File: config.mk
export PLATFORM = sky130hd
export DESIGN_NAME = mem_arbiter_flat
export DESIGN_NICKNAME = d
export VERILOG_FILES = /design/src/rtl/mem_arbiter_pkg.sv /design/src/rtl/mem_arbiter_if.sv /design/src/rtl/mem_arbiter_req_latch.sv /design/src/rtl/mem_arbiter.sv /design/src/flat_wrapper.sv
export SDC_FILE = /design/constraint.sdc
export NUM_CORES = 1
export LEC_CHECK = 0
export ABC_AREA = 1
export CAP_MARGIN = 25
export CORE_MARGIN = 3
export CORE_UTILIZATION = 44
export DETAILED_ROUTE_END_ITERATION = 10
export PLACE_DENSITY_LB_ADDON = 0.25
export REMOVE_ABC_BUFFERS = 1
export SYNTH_ARGS = -nofsm -noshare
export SYNTH_HDL_FRONTEND = slang
export SYNTH_SLANG_ARGS = --single-unit
File: constraint.sdc
create_clock -name clk -period 2.9 [get_ports clk]
set_input_delay 0.58 -clock clk [delete_from_list [all_inputs] [get_ports clk]]
set_output_delay 0.58 -clock clk [all_outputs]
set_load 0.01 [all_outputs]
File: src/rtl/mem_arbiter_pkg.sv
// -----------------------------------------------------------------------------
// mem_arbiter_pkg
// Shared types for the instruction/data memory arbiter.
//   arb_state  : arbiter FSM state encoding (idle, serving imem, serving dmem)
//   mem_req_t  : one captured memory request (address, byte masks, store data)
// -----------------------------------------------------------------------------
package mem_arbiter_pkg;

    localparam int PKG_ADDR_W = 32;
    localparam int PKG_DATA_W = 32;
    localparam int PKG_MASK_W = PKG_DATA_W / 8;

    typedef logic [1:0] arb_state;

    localparam arb_state arb_idle  = 2'd0;
    localparam arb_state arb_ibusy = 2'd1;
    localparam arb_state arb_dbusy = 2'd2;

    typedef struct packed {
        logic [PKG_ADDR_W-1:0] addr;
        logic [PKG_MASK_W-1:0] rmask;
        logic [PKG_MASK_W-1:0] wmask;
        logic [PKG_DATA_W-1:0] wdata;
    } mem_req_t;

endpackage

File: src/rtl/mem_arbiter_if.sv
// -----------------------------------------------------------------------------
// mem_arbiter_if
// Bundles the pipeline-side imem/dmem ports and the single memory port.
//   slave  : the arbiter's view (takes pipeline requests, drives memory)
//   master : the environment's view (pipeline + memory)
// -----------------------------------------------------------------------------
interface mem_arbiter_if #(
    parameter int ADDR_W = 32,
    parameter int DATA_W = 32
);
    logic                  imem_req;
    logic [ADDR_W-1:0]     imem_addr;
    logic [DATA_W-1:0]     imem_rdata;
    logic                  imem_resp;

    logic                  dmem_req;
    logic [ADDR_W-1:0]     dmem_addr;
    logic [DATA_W/8-1:0]   dmem_rmask;
    logic [DATA_W/8-1:0]   dmem_wmask;
    logic [DATA_W-1:0]     dmem_wdata;
    logic [DATA_W-1:0]     dmem_rdata;
    logic                  dmem_resp;

    logic [ADDR_W-1:0]     mem_addr;
    logic [DATA_W/8-1:0]   mem_rmask;
    logic [DATA_W/8-1:0]   mem_wmask;
    logic [DATA_W-1:0]     mem_wdata;
    logic [DATA_W-1:0]     mem_rdata;
    logic                  mem_resp;

    modport slave (
        input  imem_req, imem_addr,
        output imem_rdata, imem_resp,
        input  dmem_req, dmem_addr, dmem_rmask, dmem_wmask, dmem_wdata,
        output dmem_rdata, dmem_resp,
        output mem_addr, mem_rmask, mem_wmask, mem_wdata,
        input  mem_rdata, mem_resp
    );

    modport master (
        output imem_req, imem_addr,
        input  imem_rdata, imem_resp,
        output dmem_req, dmem_addr, dmem_rmask, dmem_wmask, dmem_wdata,
        input  dmem_rdata, dmem_resp,
        input  mem_addr, mem_rmask, mem_wmask, mem_wdata,
        output mem_rdata, mem_resp
    );

endinterface

File: src/rtl/mem_arbiter_req_latch.sv
// -----------------------------------------------------------------------------
// mem_req_latch
// Pending-request register for one arbiter port.
//   clk, rst   : clock, synchronous active-high reset
//   capture    : request pulse from the pipeline; loads req_in
//   clear      : the port's transaction completed this cycle
//   req_in     : request fields presented with capture
//   valid      : a request is pending or in flight
//   eff_valid  : valid, or a request arriving this cycle
//   eff_req    : the registered request, or req_in when nothing is held
// KEEP_ON_RESET lets a request arriving during reset survive it (used for the
// reset-vector fetch on the imem port).
// -----------------------------------------------------------------------------
module mem_req_latch
    import mem_arbiter_pkg::*;
#(
    parameter bit KEEP_ON_RESET = 1'b0
) (
    input  logic     clk,
    input  logic     rst,
    input  logic     capture,
    input  logic     clear,
    input  mem_req_t req_in,
    output logic     valid,
    output logic     eff_valid,
    output mem_req_t eff_req
);

    mem_req_t req_q;

    // Data is loaded on every capture, reset included, so a reset-vector
    // fetch keeps its address.
    always_ff @(posedge clk) begin
        if (capture) begin
            req_q <= req_in;
        end
    end

    // A capture coinciding with the completion of the previous transaction
    // must win, otherwise that new request would be dropped.
    always_ff @(posedge clk) begin
        if (rst) begin
            valid <= KEEP_ON_RESET ? capture : 1'b0;
        end else if (capture) begin
            valid <= 1'b1;
        end else if (clear) begin
            valid <= 1'b0;
        end
    end

    // Bypass lets an idle arbiter issue a request on the same edge it is captured.
    assign eff_valid = valid | capture;
    assign eff_req   = valid ? req_q : req_in;

endmodule

File: src/rtl/mem_arbiter.sv
// -----------------------------------------------------------------------------
// mem_arbiter
// Merges the instruction-fetch port and the load/store port onto a single
// memory port with at most one transaction outstanding; dmem has priority.
//   clk, rst : clock, synchronous active-high reset
//   bus      : mem_arbiter_if.slave carrying imem_*, dmem_* and mem_* signals
// mem_* request outputs are registered; responses are combinational
// pass-through of mem_resp / mem_rdata to the port that owns the transaction.
// -----------------------------------------------------------------------------
module mem_arbiter
    import mem_arbiter_pkg::*;
#(
    parameter int ADDR_W = PKG_ADDR_W,
    parameter int DATA_W = PKG_DATA_W
) (
    input  logic          clk,
    input  logic          rst,
    mem_arbiter_if.slave  bus
);

    localparam int MASK_W = DATA_W / 8;

    arb_state            state;
    logic [ADDR_W-1:0]   addr_q;
    logic [MASK_W-1:0]   rmask_q;
    logic [MASK_W-1:0]   wmask_q;
    logic [DATA_W-1:0]   wdata_q;

    mem_req_t            i_in, d_in, i_eff, d_eff, issue_req;
    logic                i_valid, d_valid, i_eff_valid, d_eff_valid;
    logic                i_done, d_done, issue;

    // Instruction fetches are always full-word reads.
    always_comb begin
        i_in       = '0;
        i_in.addr  = bus.imem_addr;
        i_in.rmask = '1;
        d_in       = '0;
        d_in.addr  = bus.dmem_addr;
        d_in.rmask = bus.dmem_rmask;
        d_in.wmask = bus.dmem_wmask;
        d_in.wdata = bus.dmem_wdata;
    end

    assign i_done = !rst && (state == arb_ibusy) && bus.mem_resp;
    assign d_done = !rst && (state == arb_dbusy) && bus.mem_resp;

    mem_req_latch #(.KEEP_ON_RESET(1'b1)) u_imem_latch (
        .clk       (clk),
        .rst       (rst),
        .capture   (bus.imem_req),
        .clear     (i_done),
        .req_in    (i_in),
        .valid     (i_valid),
        .eff_valid (i_eff_valid),
        .eff_req   (i_eff)
    );

    mem_req_latch #(.KEEP_ON_RESET(1'b0)) u_dmem_latch (
        .clk       (clk),
        .rst       (rst),
        .capture   (bus.dmem_req),
        .clear     (d_done),
        .req_in    (d_in),
        .valid     (d_valid),
        .eff_valid (d_eff_valid),
        .eff_req   (d_eff)
    );

    assign issue     = !rst && (state == arb_idle) && (d_eff_valid || i_eff_valid);
    assign issue_req = d_eff_valid ? d_eff : i_eff;

    // Masks are single-cycle strobes; anything other than an issue edge zeroes them.
    always_ff @(posedge clk) begin
        if (rst) begin
            state   <= arb_idle;
            rmask_q <= '0;
            wmask_q <= '0;
        end else begin
            rmask_q <= '0;
            wmask_q <= '0;
            case (state)
                arb_idle: begin
                    if (issue) begin
                        state   <= d_eff_valid ? arb_dbusy : arb_ibusy;
                        rmask_q <= issue_req.rmask;
                        wmask_q <= issue_req.wmask;
                    end
                end
                arb_ibusy: if (bus.mem_resp) state <= arb_idle;
                arb_dbusy: if (bus.mem_resp) state <= arb_idle;
                default:   state <= arb_idle;
            endcase
        end
    end

    // Address and store data simply hold between issues.
    always_ff @(posedge clk) begin
        if (issue) begin
            addr_q  <= issue_req.addr;
            wdata_q <= issue_req.wdata;
        end
    end

    assign bus.mem_addr   = addr_q;
    assign bus.mem_rmask  = rmask_q;
    assign bus.mem_wmask  = wmask_q;
    assign bus.mem_wdata  = wdata_q;
    assign bus.imem_resp  = i_done;
    assign bus.dmem_resp  = d_done;
    assign bus.imem_rdata = bus.mem_rdata;
    assign bus.dmem_rdata = bus.mem_rdata;

    // A port may re-request in the cycle its own response arrives, never earlier.
    imem_req_while_busy: assert property (@(posedge clk) disable iff (rst)
        bus.imem_req |-> (!i_valid || i_done));
    dmem_req_while_busy: assert property (@(posedge clk) disable iff (rst)
        bus.dmem_req |-> (!d_valid || d_done));
    dmem_req_no_mask: assert property (@(posedge clk) disable iff (rst)
        bus.dmem_req |-> ((bus.dmem_rmask != '0) || (bus.dmem_wmask != '0)));

endmodule

File: src/flat_wrapper.sv
// flat-port wrapper written by rule: the top's interface ports become plain ports
module mem_arbiter_flat import mem_arbiter_pkg::*;
#(
    parameter int ADDR_W = PKG_ADDR_W,
    parameter int DATA_W = PKG_DATA_W
)
  (clk, rst, bus_imem_req, bus_imem_addr, bus_imem_rdata, bus_imem_resp, bus_dmem_req, bus_dmem_addr, bus_dmem_rmask, bus_dmem_wmask, bus_dmem_wdata, bus_dmem_rdata, bus_dmem_resp, bus_mem_addr, bus_mem_rmask, bus_mem_wmask, bus_mem_wdata, bus_mem_rdata, bus_mem_resp);
  mem_arbiter_if #(.ADDR_W(ADDR_W), .DATA_W(DATA_W)) bus_i ();
  input  logic clk;
  input  logic rst;
  input wire logic [$bits(bus_i.imem_req)-1:0] bus_imem_req;
  input wire logic [$bits(bus_i.imem_addr)-1:0] bus_imem_addr;
  output wire logic [$bits(bus_i.imem_rdata)-1:0] bus_imem_rdata;
  output wire logic [$bits(bus_i.imem_resp)-1:0] bus_imem_resp;
  input wire logic [$bits(bus_i.dmem_req)-1:0] bus_dmem_req;
  input wire logic [$bits(bus_i.dmem_addr)-1:0] bus_dmem_addr;
  input wire logic [$bits(bus_i.dmem_rmask)-1:0] bus_dmem_rmask;
  input wire logic [$bits(bus_i.dmem_wmask)-1:0] bus_dmem_wmask;
  input wire logic [$bits(bus_i.dmem_wdata)-1:0] bus_dmem_wdata;
  output wire logic [$bits(bus_i.dmem_rdata)-1:0] bus_dmem_rdata;
  output wire logic [$bits(bus_i.dmem_resp)-1:0] bus_dmem_resp;
  output wire logic [$bits(bus_i.mem_addr)-1:0] bus_mem_addr;
  output wire logic [$bits(bus_i.mem_rmask)-1:0] bus_mem_rmask;
  output wire logic [$bits(bus_i.mem_wmask)-1:0] bus_mem_wmask;
  output wire logic [$bits(bus_i.mem_wdata)-1:0] bus_mem_wdata;
  input wire logic [$bits(bus_i.mem_rdata)-1:0] bus_mem_rdata;
  input wire logic [$bits(bus_i.mem_resp)-1:0] bus_mem_resp;
  assign bus_i.imem_req = bus_imem_req;
  assign bus_i.imem_addr = bus_imem_addr;
  assign bus_imem_rdata = bus_i.imem_rdata;
  assign bus_imem_resp = bus_i.imem_resp;
  assign bus_i.dmem_req = bus_dmem_req;
  assign bus_i.dmem_addr = bus_dmem_addr;
  assign bus_i.dmem_rmask = bus_dmem_rmask;
  assign bus_i.dmem_wmask = bus_dmem_wmask;
  assign bus_i.dmem_wdata = bus_dmem_wdata;
  assign bus_dmem_rdata = bus_i.dmem_rdata;
  assign bus_dmem_resp = bus_i.dmem_resp;
  assign bus_mem_addr = bus_i.mem_addr;
  assign bus_mem_rmask = bus_i.mem_rmask;
  assign bus_mem_wmask = bus_i.mem_wmask;
  assign bus_mem_wdata = bus_i.mem_wdata;
  assign bus_i.mem_rdata = bus_mem_rdata;
  assign bus_i.mem_resp = bus_mem_resp;
  mem_arbiter #(.ADDR_W(ADDR_W), .DATA_W(DATA_W)) u_core (.clk(clk), .rst(rst), .bus(bus_i));
endmodule
==> flow_metrics.env <==
export IMPL_io_pins=279
export IMPL_path_common_cell="clkdlybuf4s50_1"
export IMPL_max_stage_delay_ps=540
export IMPL_synth_cells=591
export IMPL_clkLatencyLatePin_ps=420
export IMPL_reg2reg_to="u_core.bus.mem_wdata[14]$_SDFFCE_PP0P_"
export IMPL_critPathCaptureType="output pin"
export IMPL_cpMaxStageDelayCell="clkdlybuf4s50_1"
export IMPL_clk_pin_slew_worst_paths_ps=60
export IMPL_fmax_mhz=415
export IMPL_maxCapViolCount=0
export IMPL_clock_path_buffers=2
export IMPL_synth_seq_cells=180
export IMPL_grt_overflow_total=0
export IMPL_postSynthAreaPerCell_um2=12.6
export IMPL_setup_violations=0
export IMPL_routed_wl_um=18800
export IMPL_finalHoldViolations=0
export IMPL_cts_tree="built"
export IMPL_r2r_cells=5
export IMPL_area_delta_synth_final_pct=27.8
export IMPL_gp_congestion=0.752
export IMPL_cts_sinks=180
export IMPL_final_cells=932
export IMPL_port_buffers=182
export IMPL_rsz0062_at_grt="no"
export IMPL_die_area_um2=18500
export IMPL_vias=4928
export IMPL_hold_class="reg2reg"
export IMPL_viasPerCell=5.29
export IMPL_hpwl_um=12800
export IMPL_yosysWarnings=0
export IMPL_hp_start="u_core.u_dmem_latch.req_q[8]$_DFFE_PP_"
export IMPL_peakVddDrop_v=0.000440
export IMPL_crit_family="buffers and inverters"
export IMPL_start_kind="input port"
export IMPL_first_iter_violations=323
export IMPL_finalNetCount=849
export IMPL_r2r_slack_ps=990
export IMPL_cp_max_fo=3
export IMPL_crit_reg2reg_launch="u_core.u_dmem_latch.valid$_SDFFE_PP0P_"
export IMPL_dp_cells=902
export IMPL_wl_per_cell_um=20.1
export IMPL_whs_endpoint="u_core.bus.mem_wdata[8]$_SDFFCE_PP0P_"
export IMPL_final_cell_mix="clkdlybuf4s50_1, edfxtp_1, nand2_1, nand3_1, nor2_1"
export IMPL_die_height_um=136
export IMPL_cts_buffers=17
export IMPL_worst_pin_slew_ps=656
export IMPL_root_buffer="clkbuf_16"
export IMPL_rows=46
export IMPL_cp_arrival_ps=1830
export IMPL_grt_pass1_wl_um=28000
export IMPL_drive_above_1_share=0.0587
export IMPL_cts_resized=0
export IMPL_worstSetupPathDepth=4
export IMPL_crit_buf_inv=2
export IMPL_layout_min_cycle_time_ps=2410
export IMPL_core_area_um2=16200
export IMPL_syn_area_um2=7430
export IMPL_ys_seq_area_frac=0.713
export IMPL_ctsHoldBuffers=0
export IMPL_hold_depth=2
export IMPL_die_x_um=136
export IMPL_finalSetupTns_ps=0
export IMPL_htree_num_levels=4
export IMPL_drcViolationCount=0
export IMPL_final_common_cell="clkdlybuf4s50_1"
export IMPL_power_density_nw_per_um2=723
export IMPL_status="complete, no violations"
export IMPL_startpoint="bus_mem_resp"
export IMPL_finClkSkew_ps=6.39
export IMPL_post_cts_setup_buffers=0
export IMPL_drv_slew=0
export IMPL_slew_headroom=0.563
export IMPL_crit_chain="clkdlybuf4s50_1 -> nand2_1 -> nor2_1 -> clkdlybuf4s50_1"
export IMPL_p_leak_uw=0.00341
export IMPL_fin_crit_sh=0.831
export IMPL_start_util=0.458
export IMPL_grt_antenna_before_repair=1
export IMPL_timing_critical_path_required_ps=2320
export IMPL_critical_path_class="in2out"
export IMPL_drtAntennaViolNets=0
export IMPL_synth_cell_types=22
export IMPL_insertedDiodeCount=0
export IMPL_grt_pass1_vias=4786
export IMPL_grt_usage=0.204
export IMPL_grt_max_degree=138
export IMPL_drtPass1Iterations=5
worst register-to-register path: cells and delay by family (launching register included):
family        cells  cell delay, ps
flops             1             650
buf+inv           2             560
simple gates      3             380
worst max path at each step:
stage,to
after floorplan,u_core.bus.mem_addr[0]$_DFFE_PP_
after global placement,bus_imem_resp
after detailed placement,bus_dmem_resp
after CTS,bus_dmem_resp
after global routing,bus_dmem_resp
final,bus_dmem_resp
flip-flops by register name, summed over array words and instances, names as in the netlist:
signal,count
u_core.bus.mem_wdata,32
u_core.bus.mem_rmask,4
u_core.u_dmem_latch.req_q,72
u_core.u_dmem_latch.valid,1
u_core.bus.mem_wmask,4
u_core.u_imem_latch.req_q,32
u_core.bus.mem_addr,32
u_core.state,2
u_core.u_imem_latch.valid,1
where the power goes:
group / leakage, uW / switching (uW) / internal (uW)
clock network: 0.000246 / 883 / 1160
registers: 0.00173 / 125 / 3310
logic: 0.00143 / 686 / 696
cells in the mapped netlist:
library cell	number	share of area
o22ai_1	13	0.011
buf_6	1	0.0015
ha_1	3	0.0051
o21ai_1	4	0.0027
nor2_8	1	0.0027
nand3_1	57	0.038
nor3_1	1	0.00067
nor2_1	53	0.027
o211ai_2	1	0.0017
edfxtp_1	169	0.68
o211ai_1	22	0.022
buf_4	70	0.071
o21ai_0	29	0.020
inv_2	2	0.0010
a21oi_1	14	0.0094
dfxtp_1	11	0.030
inv_1	7	0.0035
clkbuf_1	12	0.0061
nand2_1	105	0.053
buf_2	12	0.0081
clkbuf_2	1	0.00067
nand2_2	3	0.0025
kinds of logic after synthesis:
group | count (synthesis) | share of synthesized area
AOI/OAI and AO/OA | 83 | 0.0665
and+or+nand+nor | 220 | 0.124
adders and majority gates | 3 | 0.00505
buffers and inverters | 105 | 0.0916
DFF | 180 | 0.713
metal layers:
metal,up-vias,part of all wire,global-route usage
li1,2264,-,-
met1,2361,0.43,0.275
met2,287,0.43,0.283
met3,12,0.13,0.126
met4,4,0.0054,0.0403
met5,-,0.0030,0.0306
through the flow:
| stage | hold WS [ps] | worst slack, ps | power (uW) | area, um2 | util |
|---|---|---|---|---|---|
| 2_1_floorplan | 476 | -653 | 4000 | 6780 | - |
| 3_3_place_gp | 496 | 540 | 4850 | 8990 | 0.554 |
| 3_5_place_dp | 505 | 501 | 4890 | 8990 | 0.554 |
| 4_1_cts | 518 | 487 | 6930 | 9490 | 0.585 |
| 5_1_grt | 544 | 402 | 7180 | 9490 | 0.585 |
| 6_report | 520 | 491 | 6860 | 9490 | 0.585 |
final cells by class:
type	instances	area [um2]
Clock buffer	23	448
Clock inverter	7	60.1
Fill cell	1309	6740
Inverter	9	33.8
Multi-Input combinational cell	306	1450
Sequential cell	180	5300
Tap cell	216	270
Timing Repair Buffer	191	1930
Power figures use the tool's default switching activity.
